`src/rtl/decode_stage_pkg.sv`:
```
// Shared MIPS32 decode constants, functional-unit ids, exception codes and the
// decoded-instruction record passed from the classifier to the stage register.
package decode_stage_pkg;

    localparam int OP_W  = 12;
    localparam int REG_W = 6;
    localparam int IMM_W = 32;
    localparam int EXC_W = 3;

    localparam logic [REG_W-1:0] REG_RA   = 6'd31;
    localparam logic [REG_W-1:0] REG_HILO = 6'd32;

    // Primary opcodes
    localparam logic [5:0] OP_SPECIAL = 6'h00, OP_REGIMM = 6'h01, OP_J     = 6'h02;
    localparam logic [5:0] OP_JAL     = 6'h03, OP_BEQ    = 6'h04, OP_BNE   = 6'h05;
    localparam logic [5:0] OP_BLEZ    = 6'h06, OP_BGTZ   = 6'h07, OP_ADDI  = 6'h08;
    localparam logic [5:0] OP_ADDIU   = 6'h09, OP_SLTI   = 6'h0A, OP_SLTIU = 6'h0B;
    localparam logic [5:0] OP_ANDI    = 6'h0C, OP_ORI    = 6'h0D, OP_XORI  = 6'h0E;
    localparam logic [5:0] OP_LUI     = 6'h0F, OP_COP0   = 6'h10;
    localparam logic [5:0] OP_LB      = 6'h20, OP_LH     = 6'h21, OP_LW    = 6'h23;
    localparam logic [5:0] OP_LBU     = 6'h24, OP_LHU    = 6'h25;
    localparam logic [5:0] OP_SB      = 6'h28, OP_SH     = 6'h29, OP_SW    = 6'h2B;

    // SPECIAL function codes
    localparam logic [5:0] FN_SLL   = 6'h00, FN_SRL   = 6'h02, FN_SRA     = 6'h03;
    localparam logic [5:0] FN_SLLV  = 6'h04, FN_SRLV  = 6'h06, FN_SRAV    = 6'h07;
    localparam logic [5:0] FN_JR    = 6'h08, FN_JALR  = 6'h09, FN_SYSCALL = 6'h0C;
    localparam logic [5:0] FN_BREAK = 6'h0D, FN_MFHI  = 6'h10, FN_MTHI    = 6'h11;
    localparam logic [5:0] FN_MFLO  = 6'h12, FN_MTLO  = 6'h13, FN_MULT    = 6'h18;
    localparam logic [5:0] FN_MULTU = 6'h19, FN_DIV   = 6'h1A, FN_DIVU    = 6'h1B;
    localparam logic [5:0] FN_ADD   = 6'h20, FN_ADDU  = 6'h21, FN_SUB     = 6'h22;
    localparam logic [5:0] FN_SUBU  = 6'h23, FN_AND   = 6'h24, FN_OR      = 6'h25;
    localparam logic [5:0] FN_XOR   = 6'h26, FN_NOR   = 6'h27, FN_SLT     = 6'h2A;
    localparam logic [5:0] FN_SLTU  = 6'h2B;

    // REGIMM rt codes and COP0 rs codes
    localparam logic [4:0] RT_BLTZ = 5'h00, RT_BGEZ = 5'h01, RT_BLTZAL = 5'h10, RT_BGEZAL = 5'h11;
    localparam logic [4:0] RS_MFC0 = 5'h00, RS_MTC0 = 5'h04;
    localparam logic [31:0] INST_ERET = 32'h4200_0018;

    // out_op = {code space, 6-bit opcode/funct/rt, one-hot group}
    localparam logic [3:0] OPG_ALU = 4'b0001, OPG_HILO = 4'b0010, OPG_MEM = 4'b0100, OPG_BR = 4'b1000;
    localparam logic [1:0] SP_SPECIAL = 2'd0, SP_IMM = 2'd1, SP_REGIMM = 2'd2, SP_COP0 = 2'd3;

    // Non-ALU unit ids sit directly above the ALU ids
    localparam int FU_BRU_OFS  = 0;
    localparam int FU_LSU_OFS  = 1;
    localparam int FU_HILO_OFS = 2;

    typedef enum logic [1:0] {FU_K_ALU, FU_K_BRU, FU_K_LSU, FU_K_HILO} fu_kind_e;

    typedef enum logic [EXC_W-1:0] {
        EXC_NONE    = 3'd0,
        EXC_SYSCALL = 3'd1,
        EXC_BREAK   = 3'd2,
        EXC_ERET    = 3'd3,
        EXC_RI      = 3'd4
    } exc_e;

    typedef struct packed {
        logic [OP_W-1:0]  op;
        logic [REG_W-1:0] reg1;
        logic [REG_W-1:0] reg2;
        logic [REG_W-1:0] reg3;
        logic             r1_val;
        logic             r2_val;
        logic             rf_we;
        logic [IMM_W-1:0] imm;
        logic             sel_src1;
        logic             sel_src2;
        exc_e             exc;
    } dec_info_t;

    function automatic logic [REG_W-1:0] gpr(input logic [4:0] r);
        return {1'b0, r};
    endfunction

endpackage

```
`src/rtl/decode_stage_inst_classify.sv`:
```
// Purely combinational MIPS32 instruction classifier: operand/destination
// selection, immediate extension, unit kind and exception code.
module inst_classify
    import decode_stage_pkg::*;
(
    input  logic [31:0] inst,
    input  logic [3:0]  pc_hi,
    output dec_info_t   info,
    output fu_kind_e    fu_kind,
    output logic        alu_class
);

    logic [5:0]  opcode, funct;
    logic [4:0]  rs, rt, rd, sa;
    logic [31:0] imm_sa, imm_sx, imm_zx, imm_br, imm_j;

    assign opcode = inst[31:26];
    assign rs     = inst[25:21];
    assign rt     = inst[20:16];
    assign rd     = inst[15:11];
    assign sa     = inst[10:6];
    assign funct  = inst[5:0];

    assign imm_sa = {27'd0, sa};
    assign imm_sx = {{16{inst[15]}}, inst[15:0]};
    assign imm_zx = {16'd0, inst[15:0]};
    assign imm_br = {{14{inst[15]}}, inst[15:0], 2'b00};
    assign imm_j  = {pc_hi, inst[25:0], 2'b00};

    dec_info_t d;
    fu_kind_e  kind;
    exc_e      exc;
    logic      ri;

    // NOTE: every variable gets a default before the case so no path can infer a latch.
    always_comb begin
        d    = '0;
        kind = FU_K_LSU;
        exc  = EXC_NONE;
        ri   = 1'b0;
        case (opcode)
            OP_SPECIAL: begin
                d.op[11:4] = {SP_SPECIAL, funct};
                case (funct)
                    FN_SLL, FN_SRL, FN_SRA: begin
                        ri = (rs != 5'd0);
                        kind = FU_K_ALU; d.op[3:0] = OPG_ALU;
                        d.reg2 = gpr(rt); d.r2_val = 1'b1;
                        d.imm = imm_sa; d.sel_src1 = 1'b1;
                        d.reg3 = gpr(rd); d.rf_we = 1'b1;
                    end
                    FN_SLLV, FN_SRLV, FN_SRAV, FN_ADD, FN_ADDU, FN_SUB, FN_SUBU,
                    FN_AND, FN_OR, FN_XOR, FN_NOR, FN_SLT, FN_SLTU: begin
                        ri = (sa != 5'd0);
                        kind = FU_K_ALU; d.op[3:0] = OPG_ALU;
                        d.reg1 = gpr(rs); d.r1_val = 1'b1;
                        d.reg2 = gpr(rt); d.r2_val = 1'b1;
                        d.reg3 = gpr(rd); d.rf_we = 1'b1;
                    end
                    FN_JR: begin
                        ri = ({rt, rd, sa} != 15'd0);
                        kind = FU_K_BRU; d.op[3:0] = OPG_BR;
                        d.reg1 = gpr(rs); d.r1_val = 1'b1;
                    end
                    FN_JALR: begin
                        ri = ({rt, sa} != 10'd0);
                        kind = FU_K_BRU; d.op[3:0] = OPG_BR;
                        d.reg1 = gpr(rs); d.r1_val = 1'b1;
                        d.reg3 = gpr(rd); d.rf_we = 1'b1;
                    end
                    FN_SYSCALL: exc = EXC_SYSCALL;
                    FN_BREAK:   exc = EXC_BREAK;
                    FN_MFHI, FN_MFLO: begin
                        ri = ({rs, rt, sa} != 15'd0);
                        kind = FU_K_HILO; d.op[3:0] = OPG_HILO;
                        d.reg1 = REG_HILO; d.r1_val = 1'b1;
                        d.reg3 = gpr(rd); d.rf_we = 1'b1;
                    end
                    FN_MTHI, FN_MTLO: begin
                        ri = ({rt, rd, sa} != 15'd0);
                        kind = FU_K_HILO; d.op[3:0] = OPG_HILO;
                        d.reg1 = gpr(rs); d.r1_val = 1'b1;
                        d.reg3 = REG_HILO; d.rf_we = 1'b1;
                    end
                    FN_MULT, FN_MULTU, FN_DIV, FN_DIVU: begin
                        ri = ({rd, sa} != 10'd0);
                        kind = FU_K_HILO; d.op[3:0] = OPG_HILO;
                        d.reg1 = gpr(rs); d.r1_val = 1'b1;
                        d.reg2 = gpr(rt); d.r2_val = 1'b1;
                        d.reg3 = REG_HILO; d.rf_we = 1'b1;
                    end
                    default: ri = 1'b1;
                endcase
            end
            OP_REGIMM: begin
                d.op = {SP_REGIMM, 1'b0, rt, OPG_BR};
                kind = FU_K_BRU;
                d.reg1 = gpr(rs); d.r1_val = 1'b1; d.imm = imm_br;
                case (rt)
                    RT_BLTZ, RT_BGEZ: ;
                    RT_BLTZAL, RT_BGEZAL: begin
                        d.reg3 = REG_RA; d.rf_we = 1'b1;
                    end
                    default: ri = 1'b1;
                endcase
            end
            OP_J, OP_JAL: begin
                d.op = {SP_IMM, opcode, OPG_BR};
                kind = FU_K_BRU; d.imm = imm_j;
                if (opcode == OP_JAL) begin
                    d.reg3 = REG_RA; d.rf_we = 1'b1;
                end
            end
            OP_BEQ, OP_BNE, OP_BLEZ, OP_BGTZ: begin
                d.op = {SP_IMM, opcode, OPG_BR};
                kind = FU_K_BRU; d.imm = imm_br;
                d.reg1 = gpr(rs); d.r1_val = 1'b1;
                if (opcode == OP_BEQ || opcode == OP_BNE) begin
                    d.reg2 = gpr(rt); d.r2_val = 1'b1;
                end else begin
                    ri = (rt != 5'd0);
                end
            end
            OP_ADDI, OP_ADDIU, OP_SLTI, OP_SLTIU, OP_ANDI, OP_ORI, OP_XORI, OP_LUI: begin
                d.op = {SP_IMM, opcode, OPG_ALU};
                kind = FU_K_ALU;
                d.sel_src2 = 1'b1;
                d.reg3 = gpr(rt); d.rf_we = 1'b1;
                d.imm = (opcode inside {OP_ANDI, OP_ORI, OP_XORI, OP_LUI}) ? imm_zx : imm_sx;
                // lui ignores rs; the field must be zero
                if (opcode == OP_LUI) begin
                    ri = (rs != 5'd0);
                end else begin
                    d.reg1 = gpr(rs); d.r1_val = 1'b1;
                end
            end
            OP_COP0: begin
                d.op = {SP_COP0, 1'b0, rs, OPG_MEM};
                d.imm = {27'd0, rd};
                if (inst == INST_ERET) begin
                    exc = EXC_ERET;
                end else if (rs == RS_MFC0 && inst[10:3] == 8'd0) begin
                    d.reg3 = gpr(rt); d.rf_we = 1'b1;
                end else if (rs == RS_MTC0 && inst[10:3] == 8'd0) begin
                    d.reg1 = gpr(rt); d.r1_val = 1'b1;
                end else begin
                    ri = 1'b1;
                end
            end
            OP_LB, OP_LH, OP_LW, OP_LBU, OP_LHU: begin
                d.op = {SP_IMM, opcode, OPG_MEM};
                d.reg1 = gpr(rs); d.r1_val = 1'b1;
                d.imm = imm_sx; d.sel_src2 = 1'b1;
                d.reg3 = gpr(rt); d.rf_we = 1'b1;
            end
            OP_SB, OP_SH, OP_SW: begin
                // Source 2 carries the store data; the offset travels in imm
                d.op = {SP_IMM, opcode, OPG_MEM};
                d.reg1 = gpr(rs); d.r1_val = 1'b1;
                d.reg2 = gpr(rt); d.r2_val = 1'b1;
                d.imm = imm_sx;
            end
            default: ri = 1'b1;
        endcase

        if (ri) exc = EXC_RI;
        if (exc != EXC_NONE) begin
            d    = '0;
            kind = FU_K_LSU;
        end
        d.exc = exc;
    end

    assign info      = d;
    assign fu_kind   = kind;
    assign alu_class = (kind == FU_K_ALU);

endmodule

```
`src/rtl/decode_stage.sv`:
```
// Registered decode stage: valid/ready output register, flush, and round-robin
// steering of ALU-class instructions across NUM_ALU units, skipping busy ones.
module decode_stage
    import decode_stage_pkg::*;
#(
    parameter  int NUM_ALU = 4,
    parameter  int RR_INIT = 0,
    localparam int FU_W    = $clog2(NUM_ALU + 3)
) (
    input  logic               clk,
    input  logic               resetn,
    input  logic               flush,
    input  logic               in_valid,
    output logic               in_ready,
    input  logic [31:0]        in_pc,
    input  logic [31:0]        in_inst,
    input  logic [NUM_ALU-1:0] alu_busy,
    output logic               out_valid,
    input  logic               out_ready,
    output logic [31:0]        out_pc,
    output logic [OP_W-1:0]    out_op,
    output logic [FU_W-1:0]    out_fu,
    output logic [REG_W-1:0]   out_reg1,
    output logic [REG_W-1:0]   out_reg2,
    output logic [REG_W-1:0]   out_reg3,
    output logic               out_r1_val,
    output logic               out_r2_val,
    output logic               out_rf_we,
    output logic [IMM_W-1:0]   out_imm,
    output logic               out_sel_src1,
    output logic               out_sel_src2,
    output logic [EXC_W-1:0]   out_exc
);

    localparam int PTR_W = (NUM_ALU > 1) ? $clog2(NUM_ALU) : 1;
    localparam logic [PTR_W-1:0] PTR_INIT = PTR_W'(RR_INIT);
    localparam logic [PTR_W-1:0] PTR_LAST = PTR_W'(NUM_ALU - 1);

    dec_info_t        dec, q;
    fu_kind_e         kind;
    logic             alu_class;
    logic             accept;
    logic [PTR_W-1:0] rr_ptr, pick, rr_next, hi_pick, lo_pick;
    logic             hi_found, lo_found;
    logic [FU_W-1:0]  fu_d;

    inst_classify u_classify (
        .inst      (in_inst),
        .pc_hi     (in_pc[31:28]),
        .info      (dec),
        .fu_kind   (kind),
        .alu_class (alu_class)
    );

    assign in_ready = ~out_valid | out_ready;
    assign accept   = in_valid & in_ready & ~flush;

    // Lowest free unit at or above rr_ptr wins; otherwise wrap to the lowest free unit.
    always_comb begin
        hi_pick  = rr_ptr;
        lo_pick  = rr_ptr;
        hi_found = 1'b0;
        lo_found = 1'b0;
        for (int i = NUM_ALU - 1; i >= 0; i--) begin
            if (!alu_busy[i]) begin
                if (PTR_W'(i) >= rr_ptr) begin
                    hi_pick  = PTR_W'(i);
                    hi_found = 1'b1;
                end
                lo_pick  = PTR_W'(i);
                lo_found = 1'b1;
            end
        end
        pick    = hi_found ? hi_pick : (lo_found ? lo_pick : rr_ptr);
        rr_next = (pick == PTR_LAST) ? '0 : pick + 1'b1;
    end

    always_comb begin
        case (kind)
            FU_K_ALU:  fu_d = FU_W'(pick);
            FU_K_BRU:  fu_d = FU_W'(NUM_ALU + FU_BRU_OFS);
            FU_K_HILO: fu_d = FU_W'(NUM_ALU + FU_HILO_OFS);
            default:   fu_d = FU_W'(NUM_ALU + FU_LSU_OFS);
        endcase
    end

    // NOTE: reset is synchronous, so it sits inside the clocked block with no edge on resetn.
    always_ff @(posedge clk) begin
        if (!resetn) begin
            out_valid <= 1'b0;
            q         <= '0;
            out_pc    <= '0;
            out_fu    <= '0;
            rr_ptr    <= PTR_INIT;
        end else if (flush) begin
            out_valid <= 1'b0;
        end else if (accept && in_pc != 32'd0) begin
            out_valid <= 1'b1;
            q         <= dec;
            out_pc    <= in_pc;
            out_fu    <= fu_d;
            if (alu_class) rr_ptr <= rr_next;
        end else if (out_ready) begin
            // Consumed (or a pc==0 bubble accepted): fields hold, valid drops
            out_valid <= 1'b0;
        end
    end

    assign out_op       = q.op;
    assign out_reg1     = q.reg1;
    assign out_reg2     = q.reg2;
    assign out_reg3     = q.reg3;
    assign out_r1_val   = q.r1_val;
    assign out_r2_val   = q.r2_val;
    assign out_rf_we    = q.rf_we;
    assign out_imm      = q.imm;
    assign out_sel_src1 = q.sel_src1;
    assign out_sel_src2 = q.sel_src2;
    assign out_exc      = q.exc;

endmodule

```
`config.mk`:
```
export PLATFORM = sky130hd
export DESIGN_NAME = decode_stage
export DESIGN_NICKNAME = d
export VERILOG_FILES = /design/src/rtl/decode_stage_pkg.sv /design/src/rtl/decode_stage_inst_classify.sv /design/src/rtl/decode_stage.sv
export SDC_FILE = /design/constraint.sdc
export NUM_CORES = 1
export LEC_CHECK = 0
export BUFFER_PORTS_ARGS = -buffer_cell sky130_fd_sc_hd__buf_2
export CORE_MARGIN = 10
export CORE_UTILIZATION = 47
export CTS_BUF_LIST = sky130_fd_sc_hd__clkbuf_4 sky130_fd_sc_hd__clkbuf_8 sky130_fd_sc_hd__clkbuf_16
export CTS_CLUSTER_DIAMETER = 60
export DETAILED_ROUTE_END_ITERATION = 8
export HOLD_SLACK_MARGIN = 0.12
export PLACE_DENSITY = 0.77
export SLEW_MARGIN = 5
export SYNTH_ARGS = -nofsm -noshare
export SYNTH_HDL_FRONTEND = slang
export SYNTH_SLANG_ARGS = --single-unit
```
`constraint.sdc`:
```
create_clock -name clk -period 2.15 [get_ports clk]
set_input_delay 0.3225 -clock clk [delete_from_list [all_inputs] [get_ports clk]]
set_output_delay 0.3225 -clock clk [all_outputs]
set_load 0.02 [all_outputs]
```
==> summary.md <==
| Metric | Value |
|---|---|
| MaxCap Viol Count | `0` |
| Overall power | `4.767 mW` |
| CP Max Fanout | `17` |
| Result of the run | `complete, no violations` |
| Die ar. | `16880 um2` |
| Async SR Flop Fraction | `0%` |
| Largest family of logic cells by synthesized area | `compound AO/OA/AOI/OAI gates` |
| CTS H-tree lvls | `3` |
| Die height | `129.9 um` |
| Post-synth top cells | `nand2_1 (111), dfxtp_1 (107), a21oi_1 (67)` |
| Crit path DAT | `around 2.4 ns` |
| Crit path launch | `in_inst[12]` |
| Pleak | `3.245 nW` |
| Routed WL | `21.26 mm` |
| Simple-Gate Fraction of Synth Area | `23.79%` |
| Setup Skew | `approximately 0.0024 ns` |
| Synth-to-layout area growth | `35.20%` |
| Post-Synth XOR/XNOR Area | `0.1542%` |
| Synth warnings | `0` |
| #FFs+latches synth | `107` |
| Avg Synthesized Cell Area | `8.378 um2` |
| Footprint of the multi-input gates | `3303 um2` |
| CP Capture Type | `register` |
| Initial DRC Count | `707` |
| Area leader, netlist | `dfxtp_1` |
| Initial Utilization | `between 40% and 50%` |
| Vias | `6379` |
| Req. time, crit path | `2.41 ns` |
| Post-synth top area share | `a little under two fifths` |
| Post-synth net total | `751` |
| Global route total overflow | `0` |
| Via density | `about 6.1` |
| Psw | `1.361 mW` |
| Slew at the pin closest to its max-slew limit | `0.5944 ns` |
| Initial antenna violation count | `0` |
| Post-Synthesis Cell Area | `between 5000 and 6000 um2` |
| Port bufs | `178` |
| Final Hold Vio Count | `0` |
| Compound-Gate Fraction of Synth Area | `31.96%` |
| Synthesized-area fraction occupied by adder cells | `0%` |
| Fmax | `around 470 MHz` |
| Critical R2R Launch | `out_valid` |
| Combinational share of power | `18.6%` |
| Die Wd | `129.9 um` |
| Cells after Synth | `678` |
| Post-synthesis mux area share | `0.3524%` |
| Post-synth EDFFs | `0` |
| Net Sw Frac | `between 20% and 30%` |
| Clock network power share | `38.2%` |
| Core ar. | `11910 um2` |
| Pre-CTS WS | `-0.2769 ns` |
| Sequential share of power | `43.1%` |
| Hpwl dp | `roughly 15 mm` |
| CTS Sinks | `107` |
| I/O pin count | `180` |
| Register area share after synthesis | `roughly 38%` |
| Hold WC Path Type | `in2reg` |
| Per-cell routed wire length | `slightly above 20 um` |
| Power density over the cells | `~620 nW/um2` |
| Setup TNS | `0 ns` |
| Antenna cells | `0` |
| Pre-antenna DRT Iters | `5` |
| Type of origin of the critical path | `input port` |
| Area contributors post-synth | `dfxtp_1 (38%), nand2_1 (7.3%), o31ai_2 (6.8%)` |
| Clk buf depth | `2` |
| Most used DFF post-synth | `dfxtp_1` |
| Layout Nets | `962` |
| Antenna Nets Post-Route | `0` |
| # fillers | `between 1000 and 1500` |
| Cell Area, Placed | `7197 um2` |
| Placed insts | `just over 1000` |
| Fraction of the cycle the final worst path needs | `98.13%` |
| Pint | `3.406 mW` |
| Kind of critical path | `in2reg` |
| Total CTS buffers | `9` |
| Final slew viol count | `0` |
| Non-filler instance count after layout | `1041` |
| Yosys cell types | `76` |
| Post-route cell area | `7680 um2` |
| Placer Congestion | `0.9913` |
| Clk Latency, worst-skew pair | `0.35 ns` |
| FF+latch area | `2142 um2` |
| IR drop worst, VDD | `391.3 uV` |
| Worst rel slew slack | `between 60 and 70%` |
| CTS tree | `built` |
| Util after Layout | `between 60 and 70%` |
| Min setup slack post-route | `a little over 0.04 ns` |
| Maximum number of pins on one net before global-route repair | `68` |
| CTS clock-pin slew for the worst setup and hold paths | `0.07 ns` |
| Fin crit period | `2.110 ns` |
| Hold slack final | `0.1431 ns` |
| Count leader, synth | `nand2_1` |
| Root Buffer | `clkbuf_16` |
| Share of cells above drive strength 1 | `39.49%` |
| Vias in the first global route | `6058` |
| HP Start | `flush` |
| Drt drc | `0` |
| Site Rows | `40` |
| GRT Total Usage | `a little under a quarter` |
| Global-route wire length before repair | `approximately 32 mm` |
| Final setup fails | `0` |
power by group through the flow:
stage	Combinational, mW	Sequential (mW)	Clock, mW
4_1_cts	0.842	2.06	1.82
3_3_place_gp	0.829	2.10	0
3_5_place_dp	0.837	2.10	0
5_1_grt	0.950	2.06	1.91
2_1_floorplan	0.400	2.16	0
6_report	0.887	2.06	1.82
critical path, cell delays in order:
cell and delay (ns):
buf_2 0.12, or4_4 0.55, o2111ai_2 0.21, o2111ai_2 0.18, o31ai_4 0.35, nand2_4 0.18
clkbuf_16 0.24, o31ai_2 0.21
layout make-up:
class                   count  share of cell area, %
clock buffers              10                  3.030
multi-input cells         498                  43.01
flip-flops and latches    107                  27.89
inverters                   5                 0.2607
well taps                 147                  2.395
clock inverters             6                  1.140
repair buffers            268                  22.27
routing by layer:
metal	vias to the layer above	part of all wire [%]	GRT usage (%)
met1	3010	39	29.41
met2	344	48	38.24
met5	-	0	0
met4	0	3.3	7.804
li1	2961	-	-
met3	64	9.7	6.369
flip-flops by register name (all words and copies together) (netlist names):
name          flops
out_valid         1
out_op           12
out_exc           3
out_fu            3
out_reg1          6
out_reg3          6
out_rf_we         1
out_pc           32
out_sel_src1      1
out_r2_val        1
out_reg2          5
out_sel_src2      1
out_imm          32
out_r1_val        1
rr_ptr            2
placed cells by master, fill, tap and decap left out, types with 4 or more instances in the layout:
cell / Yosys / layout
a221oi_1: 9 / 9
o21bai_1: 4 / 4
nor2b_1: 5 / 5
o31ai_2: 31 / 30
o32ai_2: 5 / 7
buf_12: 0 / 7
nand4_1: 4 / 4
a22oi_1: 17 / 17
buf_2: 10 / 178
nor3_1: 7 / 6
a311oi_1: 4 / 4
a21oi_1: 67 / 67
inv_1: 4 / 4
dfxtp_1: 107 / 107
o32ai_1: 6 / 4
buf_4: 2 / 79
a22o_1: 4 / 4
and3_1: 5 / 4
o21ai_1: 8 / 8
clkbuf_16: 0 / 12
o21ai_0: 19 / 19
nor2_1: 27 / 26
nand2_1: 111 / 110
a31oi_1: 6 / 6
nand2b_1: 13 / 13
a221oi_2: 5 / 4
a222oi_1: 5 / 5
a32oi_1: 8 / 8
nand3_1: 44 / 44
nor3b_1: 7 / 7
nor4_1: 13 / 13
path summary, 6_finish.rpt:
path | endpoint | slack [ns] | cells after the start
min reg2reg | out_pc[26] | 0.45 | 2
max reg2reg | out_imm[21] | 0.33 | 6
max | out_imm[21] | 0.04 | 8
min | out_valid | 0.14 | 2
timing repair:
action / CTS / global route
hold buffers: 0 / 0
buffers inserted: 0 / 2
setup endpoints to repair: 0 / 8
resized for setup: 0 / 17
kinds of logic after synthesis:
logic type      after synthesis
simple gates                264
other cells                   1
compound gates              230
flops                       107
buf+inv                      73
xor+xnor                      1
mux                           2
Power figures use the tool's default switching activity.
